**src/rtl/wbuffer_pkg.sv**
```systemverilog
// Shared types for the 2x2 window buffer and its sequencer.
// The mode encoding is what the wbuffer decodes to select which register captures the byte.
package wbuffer_pkg;

  localparam int WB_ADDR_W = 16;
  localparam int WB_COL_W  = 10;

  typedef enum logic [2:0] {
    WB_IDLE  = 3'b000,
    WB_LD1   = 3'b001,
    WB_LD2   = 3'b010,
    WB_LD3   = 3'b011,
    WB_LD4   = 3'b100,
    WB_SHIFT = 3'b101
  } mode_t;

  typedef enum logic [2:0] {
    S_IDLE,
    S_LD1,
    S_LD2,
    S_LD3,
    S_LD4,
    S_EMIT,
    S_SHIFT,
    S_FIN
  } state_t;

endpackage

```
**src/rtl/wbuffer_ctrl.sv**
```systemverilog
// Sequencer for the 2x2 window buffer: fetches top-row pixels from SRAM and bottom-row
// pixels from SDRAM, then slides the window one column at a time along the row pair.
module wbuffer_ctrl
  import wbuffer_pkg::*;
#(
  parameter int ADDR_W = WB_ADDR_W,
  parameter int COL_W  = WB_COL_W
) (
  input  logic              clk,
  input  logic              nrst,
  input  logic              start,
  input  logic [COL_W-1:0]  row_width,
  input  logic [ADDR_W-1:0] sram_base,
  input  logic [ADDR_W-1:0] sdram_base,
  output logic              sram_req,
  output logic [ADDR_W-1:0] sram_addr,
  input  logic              sram_ack,
  output logic              sdram_req,
  output logic [ADDR_W-1:0] sdram_addr,
  input  logic              sdram_ack,
  output logic              enable_CU,
  output logic [2:0]        mode,
  output logic              win_valid,
  input  logic              win_ready,
  output logic              busy,
  output logic              done
);

  state_t            state_q, state_d;
  logic [COL_W-1:0]  col_q, col_d;
  logic [COL_W-1:0]  rowWidth_q, rowWidth_d;
  logic [ADDR_W-1:0] sramBase_q, sramBase_d;
  logic [ADDR_W-1:0] sdramBase_q, sdramBase_d;
  mode_t             modeSel;
  logic [ADDR_W-1:0] colAddr;
  logic              lastCol;

  assign colAddr = ADDR_W'(col_q);
  assign lastCol = (col_q == rowWidth_q - COL_W'(1));
  assign busy    = (state_q != S_IDLE);
  assign mode    = modeSel;

  always_ff @(posedge clk) begin
    if (!nrst) begin
      state_q     <= S_IDLE;
      col_q       <= '0;
      rowWidth_q  <= '0;
      sramBase_q  <= '0;
      sdramBase_q <= '0;
    end else begin
      state_q     <= state_d;
      col_q       <= col_d;
      rowWidth_q  <= rowWidth_d;
      sramBase_q  <= sramBase_d;
      sdramBase_q <= sdramBase_d;
    end
  end

  // Addresses are driven only while the matching request is up, so idle buses read as zero.
  always_comb begin
    state_d     = state_q;
    col_d       = col_q;
    rowWidth_d  = rowWidth_q;
    sramBase_d  = sramBase_q;
    sdramBase_d = sdramBase_q;
    sram_req    = 1'b0;
    sram_addr   = '0;
    sdram_req   = 1'b0;
    sdram_addr  = '0;
    enable_CU   = 1'b0;
    modeSel     = WB_IDLE;
    win_valid   = 1'b0;
    done        = 1'b0;

    unique case (state_q)
      S_IDLE: begin
        if (start) begin
          rowWidth_d  = row_width;
          sramBase_d  = sram_base;
          sdramBase_d = sdram_base;
          col_d       = '0;
          state_d     = (row_width < COL_W'(2)) ? S_FIN : S_LD1;
        end
      end
      S_LD1: begin
        sram_req  = 1'b1;
        sram_addr = sramBase_q + colAddr;
        if (sram_ack) begin
          enable_CU = 1'b1;
          modeSel   = WB_LD1;
          col_d     = col_q + COL_W'(1);
          state_d   = S_LD2;
        end
      end
      // Only the first window (col 1) still needs the bottom-left pixel; later ones get it by shifting.
      S_LD2: begin
        sram_req  = 1'b1;
        sram_addr = sramBase_q + colAddr;
        if (sram_ack) begin
          enable_CU = 1'b1;
          modeSel   = WB_LD2;
          state_d   = (col_q == COL_W'(1)) ? S_LD3 : S_LD4;
        end
      end
      S_LD3: begin
        sdram_req  = 1'b1;
        sdram_addr = sdramBase_q + colAddr - ADDR_W'(1);
        if (sdram_ack) begin
          enable_CU = 1'b1;
          modeSel   = WB_LD3;
          state_d   = S_LD4;
        end
      end
      S_LD4: begin
        sdram_req  = 1'b1;
        sdram_addr = sdramBase_q + colAddr;
        if (sdram_ack) begin
          enable_CU = 1'b1;
          modeSel   = WB_LD4;
          state_d   = S_EMIT;
        end
      end
      S_EMIT: begin
        win_valid = 1'b1;
        if (win_ready) begin
          state_d = lastCol ? S_FIN : S_SHIFT;
        end
      end
      S_SHIFT: begin
        enable_CU = 1'b1;
        modeSel   = WB_SHIFT;
        col_d     = col_q + COL_W'(1);
        state_d   = S_LD2;
      end
      S_FIN: begin
        done    = 1'b1;
        state_d = S_IDLE;
      end
      default: state_d = S_IDLE;
    endcase
  end

endmodule

```
**config.mk**
```make
export PLATFORM = sky130hd
export DESIGN_NAME = wbuffer_ctrl
export DESIGN_NICKNAME = d
export VERILOG_FILES = /design/src/rtl/wbuffer_pkg.sv /design/src/rtl/wbuffer_ctrl.sv
export SDC_FILE = /design/constraint.sdc
export NUM_CORES = 1
export LEC_CHECK = 0
export BUFFER_PORTS_ARGS = -buffer_cell sky130_fd_sc_hd__buf_2
export CAP_MARGIN = 0
export CORE_MARGIN = 4
export CORE_UTILIZATION = 30
export CTS_BUF_LIST = sky130_fd_sc_hd__clkbuf_4 sky130_fd_sc_hd__clkbuf_8
export CTS_CLUSTER_DIAMETER = 120
export DETAILED_ROUTE_END_ITERATION = 12
export PLACE_DENSITY_LB_ADDON = 0.15
export SETUP_SLACK_MARGIN = 0.02
export SLEW_MARGIN = 20
export SYNTH_ARGS = -nofsm -noshare
export SYNTH_HDL_FRONTEND = slang
export SYNTH_SLANG_ARGS = --single-unit
```
**constraint.sdc**
```tcl
create_clock -name clk -period 8.3 [get_ports clk]
set_input_delay 0.83 -clock clk [delete_from_list [all_inputs] [get_ports clk]]
set_output_delay 0.83 -clock clk [all_outputs]
set_load 0.01 [all_outputs]
```
== Word-level counts from Yosys, hierarchy flattened ==
Index checks and enable logic that the tools add are counted.
Storage, ports and cells
  word-level logic and storage cells: 61
  register bits: 55
  bits of input ports: 48
Cells by class
  reduce and logical (&&, ||, !) cells: 8
  add/subtract/negate cells: 5
  mux-type cells: 27
  eq/ne operators: 15
  order comparisons: 1
Operators with widths (count)
  $add A16 B10 Y16: 2
  $pmux W16 S2: 1
  $pmux W10 S3: 1
  $mux W3: 9
  $pmux W3 S8: 1
  $mux W10: 2
  $mux W16: 1
  $sub A16 B1 Y16 const B: 1
  $pmux W3 S5: 1
  $eq A3 B3 Y1 const B: 4
  $ne A2 B2 Y1 const B: 6
  $add A10 B1 Y10 const B: 1
  $eq A10 B1 Y1 const B: 1
  $eq A10 B10 Y1: 1
  $lt A10 B2 Y1 const B: 1
  $sub A10 B1 Y10 const B: 1
  $mux W1: 8
  $eq A3 B2 Y1 const B: 2
  $reduce_and A6 Y1: 1
  $reduce_bool A3 Y1: 2
  $mux W2: 2
  $reduce_or A2 Y1: 2
  $eq A3 B1 Y1 const B: 1
  $logic_not A3 Y1: 1
  other kinds (3): 3

== Depth between registers and ports, before layout ==
  depth in word-level cells: 5
  gate-level depth with buffers: 10
  depth with buffers taken out: 10

== Worst setup path before layout ==
Ideal clock, no wire load.
  path kind: register to output
  start point: register col_q[0]
  end point: output port sdram_addr[15]
  path buffers: 0
  data arrival time: 2.750 ns
  path slack: 4.720 ns
  required time: 7.470 ns
  cell stages (with the launch flop): 10
  cell sequence: dfxtp_1 ha_1 fa_1 a21o_1 a221oi_2 xor2_2 o211ai_4 nor4_4 a31oi_1 o31ai_2
On the way
  cells in the longest elaborated chain, start to end: 3
RTL lines
  start: declaration: RTL line wbuffer_ctrl.sv:30  | logic [COL_W-1:0] col_q, col_d;
  start signal: assignment: RTL line wbuffer_ctrl.sv:52  | col_q <= col_d;
  $add A16 B10 Y16 (*): RTL line wbuffer_ctrl.sv:107, wbuffer_ctrl.sv:116
  $sub A16 B1 Y16: RTL line wbuffer_ctrl.sv:107  | sdram_addr = sdramBase_q + colAddr - ADDR_W'(1);
  $pmux W16 S2 (*): RTL line wbuffer_ctrl.sv:75  | unique case (state_q)
  end: declaration: RTL line wbuffer_ctrl.sv:19  | output logic [ADDR_W-1:0] sdram_addr,
Every way passes the cells marked *; elsewhere a longest branch is shown, timed or not.

== Worst setup path after layout ==
Ends and elaborated chain as after synthesis.

==> results.md <==
* Outcome: completed
* Top cell type's share of synthesized area at 0.242
* Vias at 4,371
* Root buf cell: clkbuf_8
* Total power draw at 1280 µW
* Fin. Hold Viols at 0
* Die area at 0.0172 mm²
* Commonest non-fill, non-tap cell in the layout: nand2_1
* Tmin final at 4.33 ns
* Commonest cells after routing, fill and taps aside: nand2_1 (126), buf_2 (88), dfxtp_1 (55), a21boi_0 (42), o21ai_0 (33)
* Diodes inserted at 0
* Gates resized, CTS repair at 0
* CTS Hold Bufs at 0
* Clock transition at the registers of the reported paths at 0.10 ns
* Post-CTS Setup Repair Bufs at 0
* Hold depth at 2
* Post-DP HPWL at 10.1 mm
* Worst clock skew at 0.00840 ns
* Worst path cell trace: ha_1, fa_1, a21o_1, a221oi_2, o31ai_4, xor2_1, nor4_4, a31oi_1, o31ai_2, buf_2
* Netlist Area Pre-Place at 0.00455 mm²
* Critical path depth at 10
* Slowest CP cell: fa_1
* Clock buffers created by TritonCTS at 5
* Buffers on Ports at 88
* Hold WS at 0.478 ns
* Final setup violation count at 0
* Share of post-route cells with drive strength above 1 at 0.184
* Final Non-Filler Cells at 847
* Ys Warns at 0
* Synth cell types at 74
* Worst vdd ir at 0.109 mV
* Worst-margin pin slew at 0.764 ns
* Maximum fanout along the worst path at 8
* Starting DRT DRC Count at 190
* Top FF cell, synth: dfxtp_1
* Post-route ant nets at 0
* Vias in the first global route at 4,440
* H-tree depth at 2
* Antenna violations before repair at 0
* First-pass DRT Iterations at 4
* Clk sinks at 55
* Crit share post-route at 0.522
* Maximum clock rate at 231 MHz
* Post-synth top area cell: dfxtp_1
* Slew HR at 0.484
* Gpl congestion at 0.795
* Leak at 0.00223 µW
* Setup TNS at 0 ns
* Delay-heaviest family, CP: compound AO/OA/AOI/OAI gates
* IO Pins at 89
* Gate Count Post-Synth at 595
* Power density over cell area at 245 mW/mm²
* Die span in y at 131 µm
* Placed cells at 839
* Detailed Route WL at 13.2 mm
* Sequential area share after synthesis at 0.242
* EDFF count, synth at 0
* Critical Path Source Type: flip-flop
* Buf/Inv on CP at 1
* WL per Instance at 15.6 µm
* Worst min path class: reg2reg
* # DRC at 0
* Core area at 0.0147 mm²
* RSZ-0062 raised after global routing: no
* Via/cell ratio at 5.16
* Max stage delay on crit path at 0.44 ns
* First-pass GRT wire length at 22.0 mm
* MaxCap Viol Count at 0
* Die Wd at 131 µm
* CTS tree: built
* Clock Path Buffers at 2
* Cell Area, Placed at 0.00510 mm²
* Slew Limit Fails at 0
* Site Rows at 44
* Top post-synthesis cells by area: dfxtp_1 (24%), nand2_1 (10%), a21boi_0 (6.9%)
* Final nets at 736
* Synthesis-stage register bit count at 55
* Register-to-Register Path Depth at 7
* Mapped Nets at 669
* Starting density of the core at 0.309
* Avg Cell Area, Syn at 7.64 µm²
* Area growth syn-to-layout at 14.8%
* Worst EP required at 7.47 ns
* Clock latency on the worst-skew pair at 0.32 ns
* Critical path type: reg2out
* Worst EP arrival at 3.50 ns
* Crit. End Element: primary output
* Global-route usage over all layers at 0.152
* Largest net degree at the start of global routing at 49
* Fraction of registers with async set/reset at 0
* Fin area at 0.00522 mm²
* GR Overflow Total at 0
[logic make-up (layout without fill, tap and decap cells)]
group | count (synthesis) | count (layout) | share of synthesized area
and+or+nand+nor | 248 | 248 | 0.260
buffers and inverters | 48 | 116 | 0.0432
DFF | 55 | 55 | 0.242
muxes | 9 | 9 | 0.0228
adders and majority gates | 26 | 26 | 0.0748
AOI/OAI and AO/OA | 168 | 168 | 0.276
xor gates and xnor gates | 41 | 41 | 0.0806
[tightest hold or removal path, cell delays in order (launching register included)]
cell and delay, ns:
dfxtp_1 0.32, nand2_1 0.05, a21boi_0 0.06
[metrics by stage]
stage / utilization / setup WS (ns)
floorplan: - / 4.72
global placement: 0.347 / 4.44
detailed placement: 0.347 / 4.33
CTS: 0.355 / 3.96
global route: 0.355 / 3.80
finish: 0.355 / 3.97
[state kept, by name, summed over array words and instances, names as in the netlist]
register / cells
col_q: 10
rowWidth_q: 10
sdramBase_q: 16
sramBase_q: 16
state_q: 3
[cell usage after synthesis (3+ instances only)]
library cell and n:
or2_2 3, a21o_1 8, o211a_1 4, o22ai_1 6, and2_1 8, a21boi_0 42
a211o_1 4, nand4_1 7, or3_1 10, nor4_1 4, and3_1 9, nand2b_1 7
o211ai_1 4, nor3_1 15, o21a_1 3, nor3b_1 4, mux2i_1 7, a21oi_1 24
xnor2_1 23, clkbuf_1 27, nor2b_1 6, nor2_1 28, nand2_1 126, dfxtp_1 55
nand3_1 11, inv_1 17, o21ai_0 33, xor2_1 17, ha_1 24, a31oi_1 4
a2111o_1 4
[metal layers]
metal	GRT usage	part of all wire	vias to the layer above
li1	-	-	2248
met1	0.192	0.48	2068
met2	0.274	0.49	45
met3	0.0241	0.026	10
met4	0.0286	0.0082	0
met5	0	0	-
[report_power, final]
group	leakage (µW)	internal (µW)	total [µW]	switching, µW
clock network	0.0000612	97.8	191	92.7
registers	0.000449	317	395	78.1
logic	0.00171	280	693	413
[path summary, 6_finish.rpt]
path / from / to / slack (ns)
max: col_q[0]$_SDFFE_PN0P_ / sdram_addr[15] / 3.97
min: sdramBase_q[7]$_SDFFE_PN0P_ / sdramBase_q[7]$_SDFFE_PN0P_ / 0.48
max reg2reg: state_q[0]$_SDFFE_PN0P_ / col_q[5]$_SDFFE_PN0P_ / 5.82
min reg2reg: sdramBase_q[7]$_SDFFE_PN0P_ / sdramBase_q[7]$_SDFFE_PN0P_ / 0.48
[cell type report]
cell class	instances	area, µm²
clock buffer	6	82.6
clock inverter	2	35.0
fill	1556	9480
inverter	18	67.6
multi-input combinational	492	3250
sequential	55	1100
tap	184	230
timing repair buffer	90	455
Note: power is estimated with default switching activity, not from simulation.
